`src/rtl/ptw_arbiter_if.sv`:
```
// TLB miss/refill ports and PTW request/result bundle for ptw_arbiter.
// slave = arbiter side, master = TLBs plus page table walker.
interface ptw_arbiter_if #(
    parameter int VPN_WIDTH  = 20,
    parameter int PPN_WIDTH  = 20,
    parameter int ASID_WIDTH = 8
);
    logic                  i_req_valid;
    logic                  i_req_ready;
    logic [VPN_WIDTH-1:0]  i_req_vpn;
    logic [ASID_WIDTH-1:0] i_req_asid;
    logic                  i_resp_valid;

    logic                  d_req_valid;
    logic                  d_req_ready;
    logic [VPN_WIDTH-1:0]  d_req_vpn;
    logic [ASID_WIDTH-1:0] d_req_asid;
    logic                  d_resp_valid;

    logic                  resp_fault;
    logic [1:0]            resp_fault_type;
    logic [PPN_WIDTH-1:0]  resp_ppn;
    logic [3:0]            resp_flags;
    logic                  resp_global;

    logic                  ptw_request;
    logic [VPN_WIDTH-1:0]  ptw_vpn;
    logic [ASID_WIDTH-1:0] ptw_asid;
    logic                  ptw_done;
    logic                  ptw_fault;
    logic [1:0]            ptw_fault_type;
    logic [PPN_WIDTH-1:0]  ptw_result_ppn;
    logic [3:0]            ptw_result_flags;
    logic                  ptw_result_global;

    modport slave (
        input  i_req_valid, i_req_vpn, i_req_asid,
        input  d_req_valid, d_req_vpn, d_req_asid,
        input  ptw_done, ptw_fault, ptw_fault_type,
        input  ptw_result_ppn, ptw_result_flags, ptw_result_global,
        output i_req_ready, i_resp_valid,
        output d_req_ready, d_resp_valid,
        output resp_fault, resp_fault_type, resp_ppn,
        output resp_flags, resp_global,
        output ptw_request, ptw_vpn, ptw_asid
    );

    modport master (
        output i_req_valid, i_req_vpn, i_req_asid,
        output d_req_valid, d_req_vpn, d_req_asid,
        output ptw_done, ptw_fault, ptw_fault_type,
        output ptw_result_ppn, ptw_result_flags, ptw_result_global,
        input  i_req_ready, i_resp_valid,
        input  d_req_ready, d_resp_valid,
        input  resp_fault, resp_fault_type, resp_ppn,
        input  resp_flags, resp_global,
        input  ptw_request, ptw_vpn, ptw_asid
    );
endinterface

```
`src/rtl/ptw_arbiter.sv`:
```
// Round-robin arbiter sharing one page table walker between I-TLB and D-TLB.
// Define PTW_MERGE_EN to walk identical simultaneous misses only once.
module ptw_arbiter #(
    parameter int VPN_WIDTH  = 20,
    parameter int PPN_WIDTH  = 20,
    parameter int ASID_WIDTH = 8
) (
    input  logic          clk,
    input  logic          rst,
    input  logic          flush,
    ptw_arbiter_if.slave  bus,
    output logic          arb_busy
);
    typedef enum logic [1:0] {
        IDLE  = 2'd0,
        ISSUE = 2'd1,
        WAIT  = 2'd2,
        RESP  = 2'd3
    } state_t;

    state_t state, state_next;

    logic                  rr_ptr;
    logic                  drop;
    logic                  own_i;
    logic                  own_d;
    logic [VPN_WIDTH-1:0]  vpn_q;
    logic [ASID_WIDTH-1:0] asid_q;

    logic                  fault_q;
    logic [1:0]            ftype_q;
    logic [PPN_WIDTH-1:0]  ppn_q;
    logic [3:0]            flags_q;
    logic                  global_q;

    logic merge;
    logic grant_i;
    logic grant_d;
    logic accept;
    logic capture;
    logic walk_end;
    logic i_ready;
    logic d_ready;
    logic i_resp;
    logic d_resp;
    logic request;

`ifdef PTW_MERGE_EN
    assign merge = bus.i_req_valid && bus.d_req_valid
                && (bus.i_req_vpn == bus.d_req_vpn)
                && (bus.i_req_asid == bus.d_req_asid);
`else
    assign merge = 1'b0;
`endif

    // rr_ptr only matters when both ports contend
    assign grant_i = bus.i_req_valid
                  && (!bus.d_req_valid || merge || !rr_ptr);
    assign grant_d = bus.d_req_valid
                  && (!bus.i_req_valid || merge || rr_ptr);

    assign walk_end = bus.ptw_done || bus.ptw_fault;

    always_ff @(posedge clk) begin
        if (rst) state <= IDLE;
        else     state <= state_next;
    end

    always_comb begin
        state_next = state;
        accept     = 1'b0;
        capture    = 1'b0;
        i_ready    = 1'b0;
        d_ready    = 1'b0;
        i_resp     = 1'b0;
        d_resp     = 1'b0;
        request    = 1'b0;
        unique case (state)
            IDLE: begin
                if (!flush && (grant_i || grant_d)) begin
                    accept     = 1'b1;
                    i_ready    = grant_i;
                    d_ready    = grant_d;
                    state_next = ISSUE;
                end
            end
            ISSUE: begin
                request    = 1'b1;
                state_next = WAIT;
            end
            WAIT: begin
                if (walk_end) begin
                    if (drop || flush) begin
                        state_next = IDLE;
                    end else begin
                        capture    = 1'b1;
                        state_next = RESP;
                    end
                end
            end
            RESP: begin
                i_resp     = own_i;
                d_resp     = own_d;
                state_next = IDLE;
            end
            default: state_next = IDLE;
        endcase
    end

    always_ff @(posedge clk) begin
        if (rst) begin
            rr_ptr   <= 1'b0;
            drop     <= 1'b0;
            own_i    <= 1'b0;
            own_d    <= 1'b0;
            vpn_q    <= '0;
            asid_q   <= '0;
            fault_q  <= 1'b0;
            ftype_q  <= 2'b00;
            ppn_q    <= '0;
            flags_q  <= 4'b0000;
            global_q <= 1'b0;
        end else begin
            if (accept) begin
                own_i  <= grant_i;
                own_d  <= grant_d;
                vpn_q  <= grant_i ? bus.i_req_vpn : bus.d_req_vpn;
                asid_q <= grant_i ? bus.i_req_asid : bus.d_req_asid;
                if (!merge) rr_ptr <= grant_i;
            end
            if (state == WAIT && walk_end) begin
                drop <= 1'b0;
            end else if (flush && (state == ISSUE || state == WAIT)) begin
                drop <= 1'b1;
            end
            // fault has priority over done when both pulse together
            if (capture) begin
                fault_q  <= bus.ptw_fault;
                ftype_q  <= bus.ptw_fault ? bus.ptw_fault_type : 2'b00;
                ppn_q    <= bus.ptw_result_ppn;
                flags_q  <= bus.ptw_result_flags;
                global_q <= bus.ptw_result_global;
            end
        end
    end

    assign bus.i_req_ready     = i_ready;
    assign bus.d_req_ready     = d_ready;
    assign bus.i_resp_valid    = i_resp;
    assign bus.d_resp_valid    = d_resp;
    assign bus.resp_fault      = fault_q;
    assign bus.resp_fault_type = ftype_q;
    assign bus.resp_ppn        = ppn_q;
    assign bus.resp_flags      = flags_q;
    assign bus.resp_global     = global_q;
    assign bus.ptw_request     = request;
    assign bus.ptw_vpn         = vpn_q;
    assign bus.ptw_asid        = asid_q;
    assign arb_busy            = (state != IDLE);
endmodule

```
`src/flat_wrapper.sv`:
```
// flat-port wrapper written by rule: the top's interface ports become plain ports
module ptw_arbiter_flat 
#(
    parameter int VPN_WIDTH  = 20,
    parameter int PPN_WIDTH  = 20,
    parameter int ASID_WIDTH = 8
)
  (clk, rst, flush, arb_busy, bus_i_req_valid, bus_i_req_vpn, bus_i_req_asid, bus_d_req_valid, bus_d_req_vpn, bus_d_req_asid, bus_ptw_done, bus_ptw_fault, bus_ptw_fault_type, bus_ptw_result_ppn, bus_ptw_result_flags, bus_ptw_result_global, bus_i_req_ready, bus_i_resp_valid, bus_d_req_ready, bus_d_resp_valid, bus_resp_fault, bus_resp_fault_type, bus_resp_ppn, bus_resp_flags, bus_resp_global, bus_ptw_request, bus_ptw_vpn, bus_ptw_asid);
  ptw_arbiter_if #(.VPN_WIDTH(VPN_WIDTH), .PPN_WIDTH(PPN_WIDTH), .ASID_WIDTH(ASID_WIDTH)) bus_i ();
  input  logic clk;
  input  logic rst;
  input  logic flush;
  output logic arb_busy;
  input wire logic [$bits(bus_i.i_req_valid)-1:0] bus_i_req_valid;
  input wire logic [$bits(bus_i.i_req_vpn)-1:0] bus_i_req_vpn;
  input wire logic [$bits(bus_i.i_req_asid)-1:0] bus_i_req_asid;
  input wire logic [$bits(bus_i.d_req_valid)-1:0] bus_d_req_valid;
  input wire logic [$bits(bus_i.d_req_vpn)-1:0] bus_d_req_vpn;
  input wire logic [$bits(bus_i.d_req_asid)-1:0] bus_d_req_asid;
  input wire logic [$bits(bus_i.ptw_done)-1:0] bus_ptw_done;
  input wire logic [$bits(bus_i.ptw_fault)-1:0] bus_ptw_fault;
  input wire logic [$bits(bus_i.ptw_fault_type)-1:0] bus_ptw_fault_type;
  input wire logic [$bits(bus_i.ptw_result_ppn)-1:0] bus_ptw_result_ppn;
  input wire logic [$bits(bus_i.ptw_result_flags)-1:0] bus_ptw_result_flags;
  input wire logic [$bits(bus_i.ptw_result_global)-1:0] bus_ptw_result_global;
  output wire logic [$bits(bus_i.i_req_ready)-1:0] bus_i_req_ready;
  output wire logic [$bits(bus_i.i_resp_valid)-1:0] bus_i_resp_valid;
  output wire logic [$bits(bus_i.d_req_ready)-1:0] bus_d_req_ready;
  output wire logic [$bits(bus_i.d_resp_valid)-1:0] bus_d_resp_valid;
  output wire logic [$bits(bus_i.resp_fault)-1:0] bus_resp_fault;
  output wire logic [$bits(bus_i.resp_fault_type)-1:0] bus_resp_fault_type;
  output wire logic [$bits(bus_i.resp_ppn)-1:0] bus_resp_ppn;
  output wire logic [$bits(bus_i.resp_flags)-1:0] bus_resp_flags;
  output wire logic [$bits(bus_i.resp_global)-1:0] bus_resp_global;
  output wire logic [$bits(bus_i.ptw_request)-1:0] bus_ptw_request;
  output wire logic [$bits(bus_i.ptw_vpn)-1:0] bus_ptw_vpn;
  output wire logic [$bits(bus_i.ptw_asid)-1:0] bus_ptw_asid;
  assign bus_i.i_req_valid = bus_i_req_valid;
  assign bus_i.i_req_vpn = bus_i_req_vpn;
  assign bus_i.i_req_asid = bus_i_req_asid;
  assign bus_i.d_req_valid = bus_d_req_valid;
  assign bus_i.d_req_vpn = bus_d_req_vpn;
  assign bus_i.d_req_asid = bus_d_req_asid;
  assign bus_i.ptw_done = bus_ptw_done;
  assign bus_i.ptw_fault = bus_ptw_fault;
  assign bus_i.ptw_fault_type = bus_ptw_fault_type;
  assign bus_i.ptw_result_ppn = bus_ptw_result_ppn;
  assign bus_i.ptw_result_flags = bus_ptw_result_flags;
  assign bus_i.ptw_result_global = bus_ptw_result_global;
  assign bus_i_req_ready = bus_i.i_req_ready;
  assign bus_i_resp_valid = bus_i.i_resp_valid;
  assign bus_d_req_ready = bus_i.d_req_ready;
  assign bus_d_resp_valid = bus_i.d_resp_valid;
  assign bus_resp_fault = bus_i.resp_fault;
  assign bus_resp_fault_type = bus_i.resp_fault_type;
  assign bus_resp_ppn = bus_i.resp_ppn;
  assign bus_resp_flags = bus_i.resp_flags;
  assign bus_resp_global = bus_i.resp_global;
  assign bus_ptw_request = bus_i.ptw_request;
  assign bus_ptw_vpn = bus_i.ptw_vpn;
  assign bus_ptw_asid = bus_i.ptw_asid;
  ptw_arbiter #(.VPN_WIDTH(VPN_WIDTH), .PPN_WIDTH(PPN_WIDTH), .ASID_WIDTH(ASID_WIDTH)) u_core (.clk(clk), .rst(rst), .flush(flush), .bus(bus_i), .arb_busy(arb_busy));
endmodule
```
`config.mk`:
```
export PLATFORM = sky130hd
export DESIGN_NAME = ptw_arbiter_flat
export DESIGN_NICKNAME = d
export VERILOG_FILES = /design/src/rtl/ptw_arbiter_if.sv /design/src/rtl/ptw_arbiter.sv /design/src/flat_wrapper.sv
export SDC_FILE = /design/constraint.sdc
export NUM_CORES = 1
export LEC_CHECK = 0
export BUFFER_PORTS_ARGS = -buffer_cell sky130_fd_sc_hd__buf_4
export CAP_MARGIN = 0
export CORE_ASPECT_RATIO = 0.8
export CORE_MARGIN = 5
export CORE_UTILIZATION = 30
export CTS_CLUSTER_SIZE = 24
export DETAILED_ROUTE_END_ITERATION = 8
export PLACE_DENSITY = 0.62
export SYNTH_ARGS = -nofsm -noshare
export SYNTH_HDL_FRONTEND = slang
export SYNTH_SLANG_ARGS = --single-unit
```
`constraint.sdc`:
```
create_clock -name clk -period 5.14 [get_ports clk]
set_input_delay 1.285 -clock clk [delete_from_list [all_inputs] [get_ports clk]]
set_output_delay 1.285 -clock clk [all_outputs]
set_load 0.005 [all_outputs]
```
==> impl_metrics.json, run 1 <==
{
  "drtAntennaViolNets": 0,
  "num_rows": 31,
  "clkTransAtPathRegs_ps": 50,
  "arrival_ps": 2330,
  "cts_setup_buffers": 0,
  "cp.required_ps": 3860,
  "comb_power_share": 0.247,
  "synth_warnings": 0,
  "cts_buffer_depth": 2,
  "drv_slew": 0,
  "yosys.area.top_type_share": 0.4424,
  "p_int_uw": 1094,
  "synth_area_leader_cell": "dfxtp_1",
  "relSlewSlack": 0.1996,
  "grt_first_pass_wirelength_um": 13100,
  "cts_resized": 0,
  "synthCells": 295,
  "dieHeight_um": 95.79,
  "p_sw_frac": 0.2765,
  "synthesis.area_um2": 2760,
  "fin_ws_ps": 1520,
  "p_switching_uw": 418.0,
  "post-place-ws_ps": 1521,
  "wl_per_cell_um": 15.56,
  "areaGrowthSynthToFinish_pct": 52.09,
  "cts_root_buf": "clkbuf_16",
  "clkPwrFrac": 0.383,
  "fp.dieW_um": 117.2,
  "n_fill_cell": 860,
  "insertedDiodeCount": 0,
  "vias": 2708,
  "syn_avg_cell_area_um2": 9.356,
  "cp-end-kind": "output pin",
  "grt_pass1_vias": 2638,
  "finalCritPeriodShare": 0.7043,
  "crit_fanout": 30,
  "ios": 152,
  "drt-initial-drc-count": 243,
  "setup_viol": 0,
  "clock-sinks": 61,
  "routed_wl_um": 8560,
  "seqPwrFrac": 0.370,
  "dieArea_um2": 11230,
  "hold_viol": 0,
  "power_uw": 1512,
  "outcome": "completed",
  "powerDensity_nw_per_um2": 360.1,
  "place_congestion": 0.6940,
  "via_per_inst": 4.924,
  "grt_max_degree": 62,
  "crit_type": "in2out",
  "cap_violations": 0,
  "cts_hold_buf": 0,
  "dp_hpwl_um": 6054,
  "htreeDepth": 3,
  "port_buffers": 151,
  "fmax_ghz": 0.2763,
  "dr.pass1.iters": 4,
  "fin_nets": 524,
  "rsz0062_at_grt": "false",
  "finClkSkew_ps": 6.407,
  "synth.top_cells.by_area": "dfxtp_1 44%, a21oi_1 11%, mux2i_1 10%, a211oi_1 5.2%, o21ai_1 5.1%",
  "start_kind": "input pin",
  "antenna_found_initial": 0,
  "drive_gt1_frac": 0.4253,
  "clk_latency_ps": 320,
  "cts_buffers": 9,
  "vdd_ir_drop_max_v": 0.0001460,
  "drcViolationCount": 0,
  "seq_area_um2": 1221,
  "tns_ps": 0,
  "grt_usage": 0.1462,
  "synth_seq_area_share": 0.4424,
  "syn-num-nets": 389,
  "hold_class": "reg2reg",
  "cts_tree": "done",
  "start_util": 0.3054,
  "global_route.overflow_total": 0,
  "core-area_um2": 9037,
  "p_leak_uw": 0.001827,
  "ys_ff_latch": 61,
  "hold_ws_ps": 477.4,
  "period_needed_ps": 3620,
  "yosys.cell_types.count": 29,
  "multi_input_area_um2": 1350,
  "tightest_slew_ps": 1199
}
-- worst max-delay path: stages --
cell and delay, ps:
buf_4 130, or2_1 220, buf_4 240, and2_1 180, nor2b_1 120, buf_4 150
-- per-layer routing --
metal	vias up	global-route usage	wire (um)
met5	-	0	0
met2	94	0.2368	4081
met3	8	0.04337	681
li1	1359	-	-
met1	1247	0.1890	3704
met4	0	0.04107	93
-- per-stage QoR --
step	instances	utilization	cell area (um2)
4_1_cts	550	0.4645	4198
5_1_grt	550	0.4645	4198
3_5_place_dp	534	0.4321	3905
3_3_place_gp	534	0.4321	3905
6_report	550	0.4645	4198
2_1_floorplan	295	-	2760
-- cells by family after synthesis --
kind of cell / synth area share
mux: 0.1015
buf+inv: 0.07525
simple gates: 0.08114
flops: 0.4424
fa+ha+maj: 0.01813
compound gates: 0.2815
-- Yosys cell counts --
master and count:
mux2i_1 28, nor2b_1 2, o21bai_1 1, ha_1 4, nand2_1 1, a221o_1 1, buf_2 13, a32o_1 1
inv_1 5, a22oi_1 1, o211a_1 1, buf_4 6, and2_1 4, a21oi_1 59, nor3_1 2, nand3_1 27
or2_1 2, a311oi_1 1, dfxtp_1 61, a211oi_1 19, a211o_1 1, nor3b_2 1, or3b_1 1, nor2_1 1
a211oi_2 10, buf_6 4, o21ai_1 28, a21boi_2 1, clkbuf_1 9
-- area by class of cell --
class | instances | share of cell area
Multi-Input combinational cell | 197 | 0.3216
Clock buffer | 10 | 0.05455
Timing Repair Buffer | 156 | 0.2790
Inverter | 5 | 0.004471
Sequential cell | 61 | 0.2909
Clock inverter | 6 | 0.01520
Tap cell | 115 | 0.03428
-- sequential cells by signal, summed over array words and instances, names as in the netlist, 2 cells and up --
register / flops
u_core.bus.resp_fault_type: 2
u_core.bus.ptw_asid: 8
u_core.bus.resp_flags: 4
u_core.state: 2
u_core.bus.ptw_vpn: 20
u_core.bus.resp_ppn: 20
-- power groups by stage --
stage | clock network [uW] | registers (uW) | logic (uW)
after CTS | 598 | 559 | 377
after global routing | 620 | 565 | 412
after global placement | 0 | 568 | 370
final | 579 | 559 | 373
after floorplan | 0 | 568 | 204
after detailed placement | 0 | 568 | 375
-- cells in the final DEF, fill, tap and decap left out, drive strengths merged --
master / synthesis / layout
buf: 23 / 156
dfxtp: 61 / 61
a21oi: 59 / 59
a211oi: 29 / 29
mux2i: 28 / 28
o21ai: 28 / 28
nand3: 27 / 27
clkbuf: 9 / 10
inv: 5 / 5
and2: 4 / 4
ha: 4 / 4
clkinv: 0 / 3
or2: 2 / 2
nor3: 2 / 2
clkinvlp: 0 / 2
nor2b: 2 / 2
a21boi: 1 / 1
nor3b: 1 / 1
nand2: 1 / 1
or3b: 1 / 1
a311oi: 1 / 1
nor2: 1 / 1
o21bai: 1 / 1
a22oi: 1 / 1
a211o: 1 / 1
o211a: 1 / 1
a221o: 1 / 1
a32o: 1 / 1
bufinv: 0 / 1
-- final timing paths --
| kind | startpoint | to | slack [ps] | depth (start not counted) |
|---|---|---|---|---|
| worst max register to register | u_core.state[0] | u_core.state[1] | 2970 | 5 |
| worst min-delay path | u_core.bus.resp_ppn[5] | u_core.bus.resp_ppn[5] | 480 | 2 |
| worst max-delay path | bus_d_req_valid | bus_d_req_ready | 1520 | 6 |
| worst min register to register | u_core.bus.resp_ppn[5] | u_core.bus.resp_ppn[5] | 480 | 2 |
(Power assumes the default switching activity.)
==> inputs of run 2 (changes only) <==
--- a/config.mk
+++ b/config.mk
@@ -12,7 +12,7 @@
 export CORE_UTILIZATION = 30
 export CTS_CLUSTER_SIZE = 24
 export DETAILED_ROUTE_END_ITERATION = 8
-export PLACE_DENSITY = 0.62
+export PLACE_DENSITY = 0.64
 export SYNTH_ARGS = -nofsm -noshare
 export SYNTH_HDL_FRONTEND = slang
 export SYNTH_SLANG_ARGS = --single-unit
==> constraint.sdc (replaced) <==
create_clock -name clk -period 3 [get_ports clk]
set_input_delay 0.75 -clock clk [delete_from_list [all_inputs] [get_ports clk]]
set_output_delay 0.75 -clock clk [all_outputs]
set_load 0.005 [all_outputs]
==> impl_metrics.json, run 2 (synthesis results as in run 1) <==
{
  "cts_resized": 0,
  "dieArea_um2": 11230,
  "clkPwrFrac": 0.390,
  "global_route.overflow_total": 0,
  "clock-sinks": 61,
  "vdd_ir_drop_max_v": 0.0002192,
  "ios": 152,
  "cts_root_buf": "clkbuf_16",
  "dr.pass1.iters": 4,
  "comb_power_share": 0.243,
  "port_buffers": 151,
  "finClkSkew_ps": 8.211,
  "crit_type": "reg2out",
  "hold_class": "reg2reg",
  "crit_buf_inv": 2,
  "via_per_inst": 4.939,
  "critical_path.max_stage_delay_ps": 390,
  "num_rows": 31,
  "relSlewSlack": 0.3464,
  "tns_ps": 0,
  "cp.required_ps": 2250,
  "start_kind": "flop",
  "layout_commonest_cell": "buf_4",
  "powerDensity_nw_per_um2": 619.4,
  "tightest_slew_ps": 980.4,
  "clk_latency_ps": 320,
  "drive_gt1_frac": 0.4315,
  "cp-end-kind": "output pin",
  "cts_setup_buffers": 0,
  "p_leak_uw": 0.001844,
  "drtAntennaViolNets": 0,
  "crit_family": "simple AND/OR/NAND/NOR gates",
  "wl_per_cell_um": 15.55,
  "vias": 2731,
  "antenna_found_initial": 0,
  "insertedDiodeCount": 0,
  "drt-initial-drc-count": 98,
  "seqPwrFrac": 0.367,
  "drcViolationCount": 0,
  "cap_violations": 0,
  "htreeDepth": 3,
  "fmax_ghz": 0.4093,
  "clkTransAtPathRegs_ps": 50,
  "cp_cell_sequence": "inv_1 > ha_1 > nor2b_2 > and2_1 > nor2b_1 > buf_4",
  "grt_usage": 0.1493,
  "routed_wl_um": 8601,
  "core-area_um2": 9037,
  "p_sw_frac": 0.2748,
  "cts_buffer_depth": 2,
  "rsz0062_at_grt": "false",
  "cp_slowest_cell": "dfxtp_1",
  "areaGrowthSynthToFinish_pct": 53.22,
  "final_cell_area_um2": 4229,
  "fin_nets": 527,
  "setup_viol": 0,
  "hold_viol": 0,
  "arrival_ps": 1690,
  "fp.dieW_um": 117.2,
  "period_needed_ps": 2443,
  "grt_max_degree": 45,
  "cts_hold_buf": 0,
  "drv_slew": 0,
  "grt_first_pass_wirelength_um": 13350,
  "finalCritPeriodShare": 0.8144,
  "cts_buffers": 9,
  "grt_pass1_vias": 2726,
  "dpl-instance-area_um2": 3928,
  "dp_hpwl_um": 6264,
  "p_switching_uw": 719.7,
  "place_congestion": 0.7478,
  "start_util": 0.3054,
  "p_int_uw": 1900,
  "outcome": "completed",
  "final_cell_mix": "159 x buf_4, 61 x dfxtp_1, 59 x a21oi_1, 28 x mux2i_1, 28 x o21ai_1",
  "dieHeight_um": 95.79,
  "crit_fanout": 5,
  "cts_tree": "done"
}
-- run 2: cell type report --
type / instances / area (um2)
clock buffer: 10 / 239.0
fill: 897 / 4808
timing repair buffer: 159 / 1194
clock inverter: 6 / 62.56
tap: 115 / 143.9
multi-input combinational: 197 / 1350
sequential: 61 / 1221
inverter: 5 / 18.77
-- run 2: power by group through the flow --
stage	Sequential [uW]	Clock [uW]	Combinational (uW)
after floorplan	973	0	350
after detailed placement	976	0	646
after CTS	961	1050	648
after global routing	972	1080	708
final	960	1020	638
after global placement	973	0	639
-- run 2: path summary, 6_finish.rpt --
| check | start | end | slack (ps) | cells past startpoint |
|---|---|---|---|---|
| max | u_core.state[0] | bus_d_req_ready | 560 | 6 |
| min reg2reg | u_core.bus.resp_ppn[4] | u_core.bus.resp_ppn[4] | 480 | 2 |
| max reg2reg | u_core.state[0] | u_core.bus.resp_fault_type[0] | 970 | 5 |
| min | u_core.bus.resp_ppn[4] | u_core.bus.resp_ppn[4] | 480 | 2 |
-- run 2: worst reg2reg max path: stages (launching register included) --
cell	delay [ps]
dfxtp_1	390
inv_1	100
ha_1	280
or3b_1	840
o21ai_1	160
a21oi_1	180
-- run 2: per-layer routing --
metal,track usage,part of all wire,vias up
li1,-,-,1366
met3,0.03583,0.064,5
met5,0,0,-
met4,0.03916,0.0093,0
met1,0.1885,0.43,1282
met2,0.2552,0.49,78
-- run 2: per-stage QoR --
stage	cells	utilization	hold WS [ps]	total power [uW]	setup WS [ps]
final	553	0.4680	481.3	2619	556.7
after global routing	553	0.4680	503.8	2765	452.0
after CTS	553	0.4680	483.1	2657	532.0
after detailed placement	537	0.4346	475.7	1622	716.3
after global placement	537	0.4346	467.3	1612	709.8
after floorplan	295	-	474.7	1323	861.7
==> inputs of run 3 (changes only) <==
==> constraint.sdc (replaced) <==
create_clock -name clk -period 2.2 [get_ports clk]
set_input_delay 0.55 -clock clk [delete_from_list [all_inputs] [get_ports clk]]
set_output_delay 0.55 -clock clk [all_outputs]
set_load 0.005 [all_outputs]
==> impl_metrics.json, run 3 (synthesis results as in run 1) <==
{
  "hold_ws_ps": 475.9,
  "cts_buffers": 9,
  "p_leak_uw": 0.001876,
  "fmax_ghz": 0.4751,
  "routed_wl_um": 8850,
  "insertedDiodeCount": 0,
  "dieHeight_um": 95.79,
  "grt_max_degree": 31,
  "areaGrowthSynthToFinish_pct": 55.08,
  "cts_buffer_depth": 2,
  "period_needed_ps": 2105,
  "vdd_ir_drop_max_v": 0.0003883,
  "dieArea_um2": 11230,
  "cp.required_ps": 1650,
  "via_per_inst": 5.004,
  "final_cell_mix": "161 x buf_4, 59 x a21oi_1, 59 x dfxtp_1, 28 x mux2i_1, 28 x o21ai_1",
  "grt_first_pass_wirelength_um": 13530,
  "start_util": 0.3054,
  "global_route.overflow_total": 0,
  "r2r_setup_slack_ps": 450,
  "crit_fanout": 8,
  "dp_hpwl_um": 6503,
  "cts_tree": "done",
  "cts_setup_buffers": 0,
  "clkTransAtPathRegs_ps": 50,
  "hold_class": "reg2reg",
  "relSlewSlack": 0.3703,
  "htreeDepth": 3,
  "finClkSkew_ps": 7.462,
  "num_rows": 31,
  "wl_per_cell_um": 15.95,
  "drtAntennaViolNets": 0,
  "core-area_um2": 9037,
  "fp.dieW_um": 117.2,
  "n_fill_cell": 870,
  "drive_gt1_frac": 0.4386,
  "ios": 152,
  "p_switching_uw": 966.4,
  "drt-initial-drc-count": 143,
  "post-place-ws_ps": 300.9,
  "port_buffers": 151,
  "start_kind": "flop",
  "clk_latency_ps": 320,
  "clock-sinks": 61,
  "fin_nets": 530,
  "seqPwrFrac": 0.365,
  "hold_viol": 0,
  "crit_type": "reg2out",
  "place_congestion": 0.7676,
  "cp-end-kind": "output pin",
  "drv_slew": 0,
  "tns_ps": 0,
  "arrival_ps": 1550,
  "antenna_found_initial": 0,
  "comb_power_share": 0.254,
  "rsz0062_at_grt": "false",
  "finalCritPeriodShare": 0.9567,
  "layout_commonest_cell": "buf_4",
  "cts_root_buf": "clkbuf_16",
  "clkPwrFrac": 0.380,
  "p_sw_frac": 0.2690,
  "setup_viol": 0,
  "dr.pass1.iters": 5,
  "cap_violations": 0,
  "p_int_uw": 2626,
  "vias": 2777,
  "tightest_slew_ps": 944.6,
  "drcViolationCount": 0,
  "fin_ws_ps": 95.31,
  "outcome": "completed",
  "grt_pass1_vias": 2740,
  "grt_usage": 0.1514,
  "powerDensity_nw_per_um2": 839.3
}
-- run 3: cell count changes in the layout (fill, tap and decap cells not counted), moves of 2 or more --
cell | before | now
dfxtp_2 | 0 | 2
dfxtp_1 | 61 | 59
buf_4 | 159 | 161
clkinv_2 | 2 | 0
clkbuf_8 | 1 | 5
clkinvlp_4 | 3 | 0
-- run 3: final timing paths --
kind / startpoint / to / cells after the start
setup / recovery: u_core.state[0] / bus_i_req_ready / 6
hold / removal: u_core.bus.resp_ppn[9] / u_core.bus.resp_ppn[9] / 2
setup reg to reg: u_core.state[0] / u_core.bus.resp_ppn[3] / 6
hold reg to reg: u_core.bus.resp_ppn[9] / u_core.bus.resp_ppn[9] / 2
-- run 3: power groups by stage --
stage                     Sequential [uW]  Combinational (uW)  Clock [uW]
after floorplan                      1330                 478           0
after global placement               1330                 884           0
after detailed placement             1330                 895           0
after CTS                            1310                 898        1400
after global routing                 1330                 998        1460
final                                1310                 914        1370
-- run 3: layout make-up --
type	instances	area, um2	area share
multi-input combinational	197	1368	0.3195
timing repair buffer	162	1229	0.2871
clock buffer	15	297.8	0.06957
sequential	61	1224	0.2859
tap	115	143.9	0.03362
inverter	5	18.77	0.004385
-- run 3: critical path: stages, from the launching register on --
cell and delay, ps:
dfxtp_2 330, inv_1 140, ha_4 180, nor2b_4 150, buf_4 160, and2_1 160
buf_4 120
-- run 3: timing repair --
item	4_1_cts	5_1_grt
setup endpoints to repair	2	2
pin swaps	0	0
hold buffers	0	0
cloned	0	0
gates resized for setup	2	3
-- run 3: through the flow --
step / power (uW) / cell area [um2] / utilization / instances
after floorplan: 1804 / 2760 / - / 295
after global placement: 2211 / 3963 / 0.4385 / 540
after detailed placement: 2225 / 3963 / 0.4385 / 540
after CTS: 3613 / 4263 / 0.4717 / 555
after global routing: 3785 / 4280 / 0.4736 / 555
final: 3593 / 4280 / 0.4736 / 555
-- run 3: metal layers --
layer,GRT usage,vias up,part of all wire
li1,-,1369,-
met1,0.1886,1312,0.43
met2,0.2575,85,0.49
met3,0.03646,11,0.063
met4,0.04776,0,0.015
met5,0,-,0
